[config.mk]
export PLATFORM = sky130hd
export DESIGN_NAME = hazard_stall_ctrl
export DESIGN_NICKNAME = d
export VERILOG_FILES = /design/src/rtl/hazard_stall_ctrl.sv
export SDC_FILE = /design/constraint.sdc
export NUM_CORES = 1
export LEC_CHECK = 0
export ABC_CLOCK_PERIOD_IN_PS = 6000
export BUFFER_PORTS_ARGS = -buffer_cell sky130_fd_sc_hd__buf_2
export CORE_ASPECT_RATIO = 1.5
export CORE_UTILIZATION = 30
export CTS_BUF_LIST = sky130_fd_sc_hd__clkbuf_4
export CTS_CLUSTER_DIAMETER = 80
export DETAILED_ROUTE_END_ITERATION = 10
export PLACE_DENSITY = 0.56
export SLEW_MARGIN = 20
export SYNTH_ARGS = -nofsm -noshare
export SYNTH_HDL_FRONTEND = slang
export SYNTH_SLANG_ARGS = --single-unit
export TNS_END_PERCENT = 20
[constraint.sdc]
create_clock -name clk -period 6 [get_ports clk]
set_input_delay 1.2 -clock clk [delete_from_list [all_inputs] [get_ports clk]]
set_output_delay 1.2 -clock clk [all_outputs]
set_load 0.02 [all_outputs]
[src/rtl/hazard_stall_ctrl.sv]
// rtl/hazard_stall_ctrl.sv - pipeline hazard/stall controller: load-use stall, branch flush, MDU freeze
module hazard_stall_ctrl #(
  parameter int REG_W   = 5,
  parameter int MDU_LAT = 4,
  parameter int CNT_W   = 16
) (
  input  logic             clk,
  input  logic             rst,
  input  logic [REG_W-1:0] id_rs,
  input  logic [REG_W-1:0] id_rt,
  input  logic             id_uses_rt,
  input  logic             idex_mem_read,
  input  logic [REG_W-1:0] idex_rt,
  input  logic             ex_is_mdu,
  input  logic             ex_branch_taken,
  input  logic             perf_clr,
  output logic             pc_write,
  output logic             ifid_write,
  output logic             ifid_flush,
  output logic             idex_write,
  output logic             idex_bubble,
  output logic             exmem_bubble,
  output logic             mdu_busy,
  output logic [CNT_W-1:0] stall_cycles,
  output logic [CNT_W-1:0] flush_count
);

  typedef enum logic [1:0] {RUN, MDU_WAIT, MDU_REL} state_t;

  // RUN entry cycle plus WAIT_INIT+1 cycles in MDU_WAIT gives MDU_LAT-1 frozen cycles
  localparam logic [7:0] WAIT_INIT = (MDU_LAT >= 3) ? 8'(MDU_LAT - 3) : 8'd0;
  localparam logic [CNT_W-1:0] CNT_ONE = {{(CNT_W-1){1'b0}}, 1'b1};

  state_t           r_state;
  logic [7:0]       r_wait_cnt;
  logic [CNT_W-1:0] r_stall_cycles;
  logic [CNT_W-1:0] r_flush_count;
  logic             w_load_use;

  assign w_load_use = idex_mem_read && (idex_rt != '0) &&
                      ((idex_rt == id_rs) || (id_uses_rt && (idex_rt == id_rt)));

  always_comb begin
    pc_write     = 1'b1;
    ifid_write   = 1'b1;
    ifid_flush   = 1'b0;
    idex_write   = 1'b1;
    idex_bubble  = 1'b0;
    exmem_bubble = 1'b0;
    mdu_busy     = 1'b0;
    if (!rst) begin
      case (r_state)
        RUN: begin
          if (ex_branch_taken) begin
            ifid_flush  = 1'b1;
            idex_bubble = 1'b1;
          end else if (ex_is_mdu) begin
            pc_write     = 1'b0;
            ifid_write   = 1'b0;
            idex_write   = 1'b0;
            exmem_bubble = 1'b1;
            mdu_busy     = 1'b1;
          end else if (w_load_use) begin
            pc_write    = 1'b0;
            ifid_write  = 1'b0;
            idex_bubble = 1'b1;
          end
        end
        MDU_WAIT: begin
          pc_write     = 1'b0;
          ifid_write   = 1'b0;
          idex_write   = 1'b0;
          exmem_bubble = 1'b1;
          mdu_busy     = 1'b1;
        end
        MDU_REL: begin
          if (w_load_use) begin
            pc_write    = 1'b0;
            ifid_write  = 1'b0;
            idex_bubble = 1'b1;
          end
        end
        default: ;
      endcase
    end
  end

  always_ff @(posedge clk) begin
    if (rst) begin
      r_state    <= RUN;
      r_wait_cnt <= 8'd0;
    end else begin
      case (r_state)
        RUN: begin
          if (!ex_branch_taken && ex_is_mdu) begin
            if (MDU_LAT >= 3) begin
              r_state    <= MDU_WAIT;
              r_wait_cnt <= WAIT_INIT;
            end else begin
              r_state <= MDU_REL;
            end
          end
        end
        MDU_WAIT: begin
          if (r_wait_cnt == 8'd0) begin
            r_state <= MDU_REL;
          end else begin
            r_wait_cnt <= r_wait_cnt - 8'd1;
          end
        end
        MDU_REL: r_state <= RUN;
        default: r_state <= RUN;
      endcase
    end
  end

  // Saturating counters; perf_clr wins over a same-cycle increment
  always_ff @(posedge clk) begin
    if (rst || perf_clr) begin
      r_stall_cycles <= '0;
      r_flush_count  <= '0;
    end else begin
      if (!pc_write && (r_stall_cycles != '1)) begin
        r_stall_cycles <= r_stall_cycles + CNT_ONE;
      end
      if (ifid_flush && (r_flush_count != '1)) begin
        r_flush_count <= r_flush_count + CNT_ONE;
      end
    end
  end

  assign stall_cycles = r_stall_cycles;
  assign flush_count  = r_flush_count;

endmodule
==> run metrics <==
Die ar.=0.007933 sq mm; Post-Syn Instances=266; Psw=188.6 uW; TritonCTS clock tree=yes; hold depth=2; layout cells sized above 1=0.2523; chip width=73.06 microns; Placed Area=0.002594 sq mm; EDFF count, synth=0; Period minus WS final=3769 ps; final weighted congestion in routability-driven placement=0.7569; layout filler cell count=786; core footprint=0.007274 sq mm; Crit path max-delay family=simple AND/OR/NAND/NOR gates; GRT Total Usage=0.1326; Reg power frac=0.494; Post-Syn Area=0.002272 sq mm; CTS max path bufs=2; hpwl dp=3786 microns; Initial DRC Count=60; Slew Viols, Final=0; critical path class=input port to primary output; FMAX=0.2653 GHz; Final Hold Viols=0; row cnt=38; Initial Util=0.3123; CP bufs+invs=2; ys async rst share=0; hold buffers post-CTS=0; max incr delay on CP=550 ps; first-pass GRT wire length=8321 microns; Area Growth Syn to Fin=17.79%; IO Pins=61; final wirelength=5056 microns; Yosys reg bits=42; CP Data Arrival Time=2570 ps; # Max-Cap Violations=0; Comb pwr share=0.212; detailed-route DRC error count=0; Hold Path Origin=stall_cycles[9]; post-synthesis cell type count=49; Num CTS Buffers=5; largest fanout on the critical path=3; Post-Syn Area per Cell=8.542 sq um; routed length per placed instance=12.01 microns; ys flop type=dfxtp_1; total number of vias=2029; Fin Hold WS=506.2 ps; Seq/Total Area, Yosys=0.3700; Clk pwr share=0.294; vias in the first global route=1862; Pwr Total=628.3 uW; crit-path cells=buf_2, or4_1, o21ai_2, nand2b_1, a2bb2oi_1, nor3_1, buf_2; Int Pwr=439.7 uW; Post-Route Setup TNS=0 ps; actual slew at the worst max-slew pin=1048 ps; final setup fails=0; CP max-delay cell=or4_1; Root Driver=clkbuf_4; reg2reg end=stall_cycles[11]; # diodes=0; WHS Endpoint=stall_cycles[9]; Pwr Density=234.7 mW/mm^2; CTS resizes=0; postcts setup bufs=0; DR pass1 iterations=4; Sw Share=0.3002; Overflow after GRT=0; WP depth=7; Worst-path clk slew=120 ps; crit start category=input port; Clock Sinks=42; worst vdd ir=0.0001003 V; DIE HEIGHT=108.6 microns; worst-skew pair later-pin latency=350 ps; Setup crit end kind=primary output; fin cells=421; worst path required time=4800 ps; Hold WC Path Type=flip-flop to flip-flop; most used cell, CP=buf_2; initial antenna violation count=0; synth warn=0; Net Count, Synth=292; drt via density=4.819; ANT nets after route=0; Final Cell Area=0.002676 sq mm; htree depth=2; largest net degree at the start of global routing=32; register-to-register setup slack=3610 ps; Worst slew margin=0.3014; worst-case clock skew=19.96 ps; origin of the critical flop-to-flop path=r_state[0]; port bufs=60; outcome=complete, no violations; reg2reg path depth=5; placed cell count=413; Tcrit/Tclk final=0.6281; Nets=346; LEAKAGE=0.001027 uW; unrepaired setup endpoints after global routing=no
-- placed cells by master, fill, tap and decap left out, types with 2 or more instances in the layout --
cell / n
a21oi_1: 15
nand4_1: 9
o21ai_0: 17
mux2i_1: 2
dfxtp_1: 42
nand2b_1: 3
and3_4: 2
or3_1: 13
inv_1: 8
and4_1: 3
nor3b_1: 2
a2111oi_2: 2
nand2_1: 13
a21o_1: 2
xnor2_1: 20
xor2_1: 11
ha_1: 4
or4_1: 2
nand3_1: 15
clkinvlp_4: 2
nor4_1: 2
and3_1: 3
nor2b_1: 2
clkbuf_4: 5
buf_2: 60
nor4b_1: 2
a31oi_1: 3
nor2_1: 36
nor3_1: 4
-- kinds of logic after synthesis --
| kind of cell | synth area share |
|---|---|
| and+or+nand+nor | 0.2869 |
| muxes | 0.01377 |
| buffers and inverters | 0.05891 |
| adders and majority gates | 0.02203 |
| AOI/OAI and AO/OA | 0.1289 |
| xor gates and xnor gates | 0.1195 |
| DFF | 0.3700 |
-- tightest hold or removal path: stages (launching register included) --
cell,delay [ps]
dfxtp_1,340
o21ai_0,70
a21oi_1,60
-- state kept, by name, summed over array words and instances (netlist names) --
register / flops
flush_count: 16
r_wait_cnt: 8
stall_cycles: 16
r_state: 2
-- power groups by stage --
stage	registers (uW)	logic (uW)	clock network, uW
after global routing	313	150	204
after global placement	316	133	0
after floorplan	312	116	0
final	311	133	185
after CTS	311	135	193
after detailed placement	317	134	0
-- per-layer routing --
layer | vias up | global-route usage | routed length (microns)
met3 | 2 | 0.03262 | 230
li1 | 1048 | - | -
met4 | 0 | 0.03782 | 49
met5 | - | 0 | 0
met1 | 943 | 0.1528 | 2161
met2 | 36 | 0.2374 | 2614
-- synth_stat cells, types with 4 or more instances --
master	n	share of area
o21ai_0	17	0.037
nor3_1	4	0.0088
buf_6	4	0.020
nand4_1	9	0.025
nand3_1	15	0.033
ha_1	4	0.022
dfxtp_1	42	0.37
nand2_1	13	0.021
or3_1	13	0.036
a21oi_1	15	0.033
nor2_1	36	0.059
inv_1	8	0.013
xnor2_1	20	0.077
xor2_1	11	0.042
-- through the flow --
stage | setup slack [ps] | utilization
6_report | 2231 | 0.3679
5_1_grt | 2136 | 0.3679
4_1_cts | 2216 | 0.3679
3_5_place_dp | 2215 | 0.3566
3_3_place_gp | 2226 | 0.3566
2_1_floorplan | 2325 | -
-- final cells by class --
| class | count | area, sq um | share of cell area |
|---|---|---|---|
| timing repair buffer | 60 | 300.3 | 0.1122 |
| sequential | 42 | 840.8 | 0.3142 |
| inverter | 8 | 30.03 | 0.01122 |
| clock inverter | 3 | 45.04 | 0.01683 |
| multi-input combinational | 203 | 1297 | 0.4848 |
| tap | 100 | 125.1 | 0.04675 |
| clock buffer | 5 | 37.54 | 0.01403 |
-- worst max path at each step --
stage / start / end / slack, ps
after CTS: idex_rt[1] / idex_bubble / 2220
after detailed placement: idex_rt[1] / idex_bubble / 2220
final: idex_rt[1] / idex_bubble / 2230
after floorplan: idex_rt[1] / pc_write / 2320
after global placement: idex_rt[1] / idex_bubble / 2230
after global routing: idex_rt[1] / idex_bubble / 2140
No activity file was read; power rests on OpenSTA's default activity.
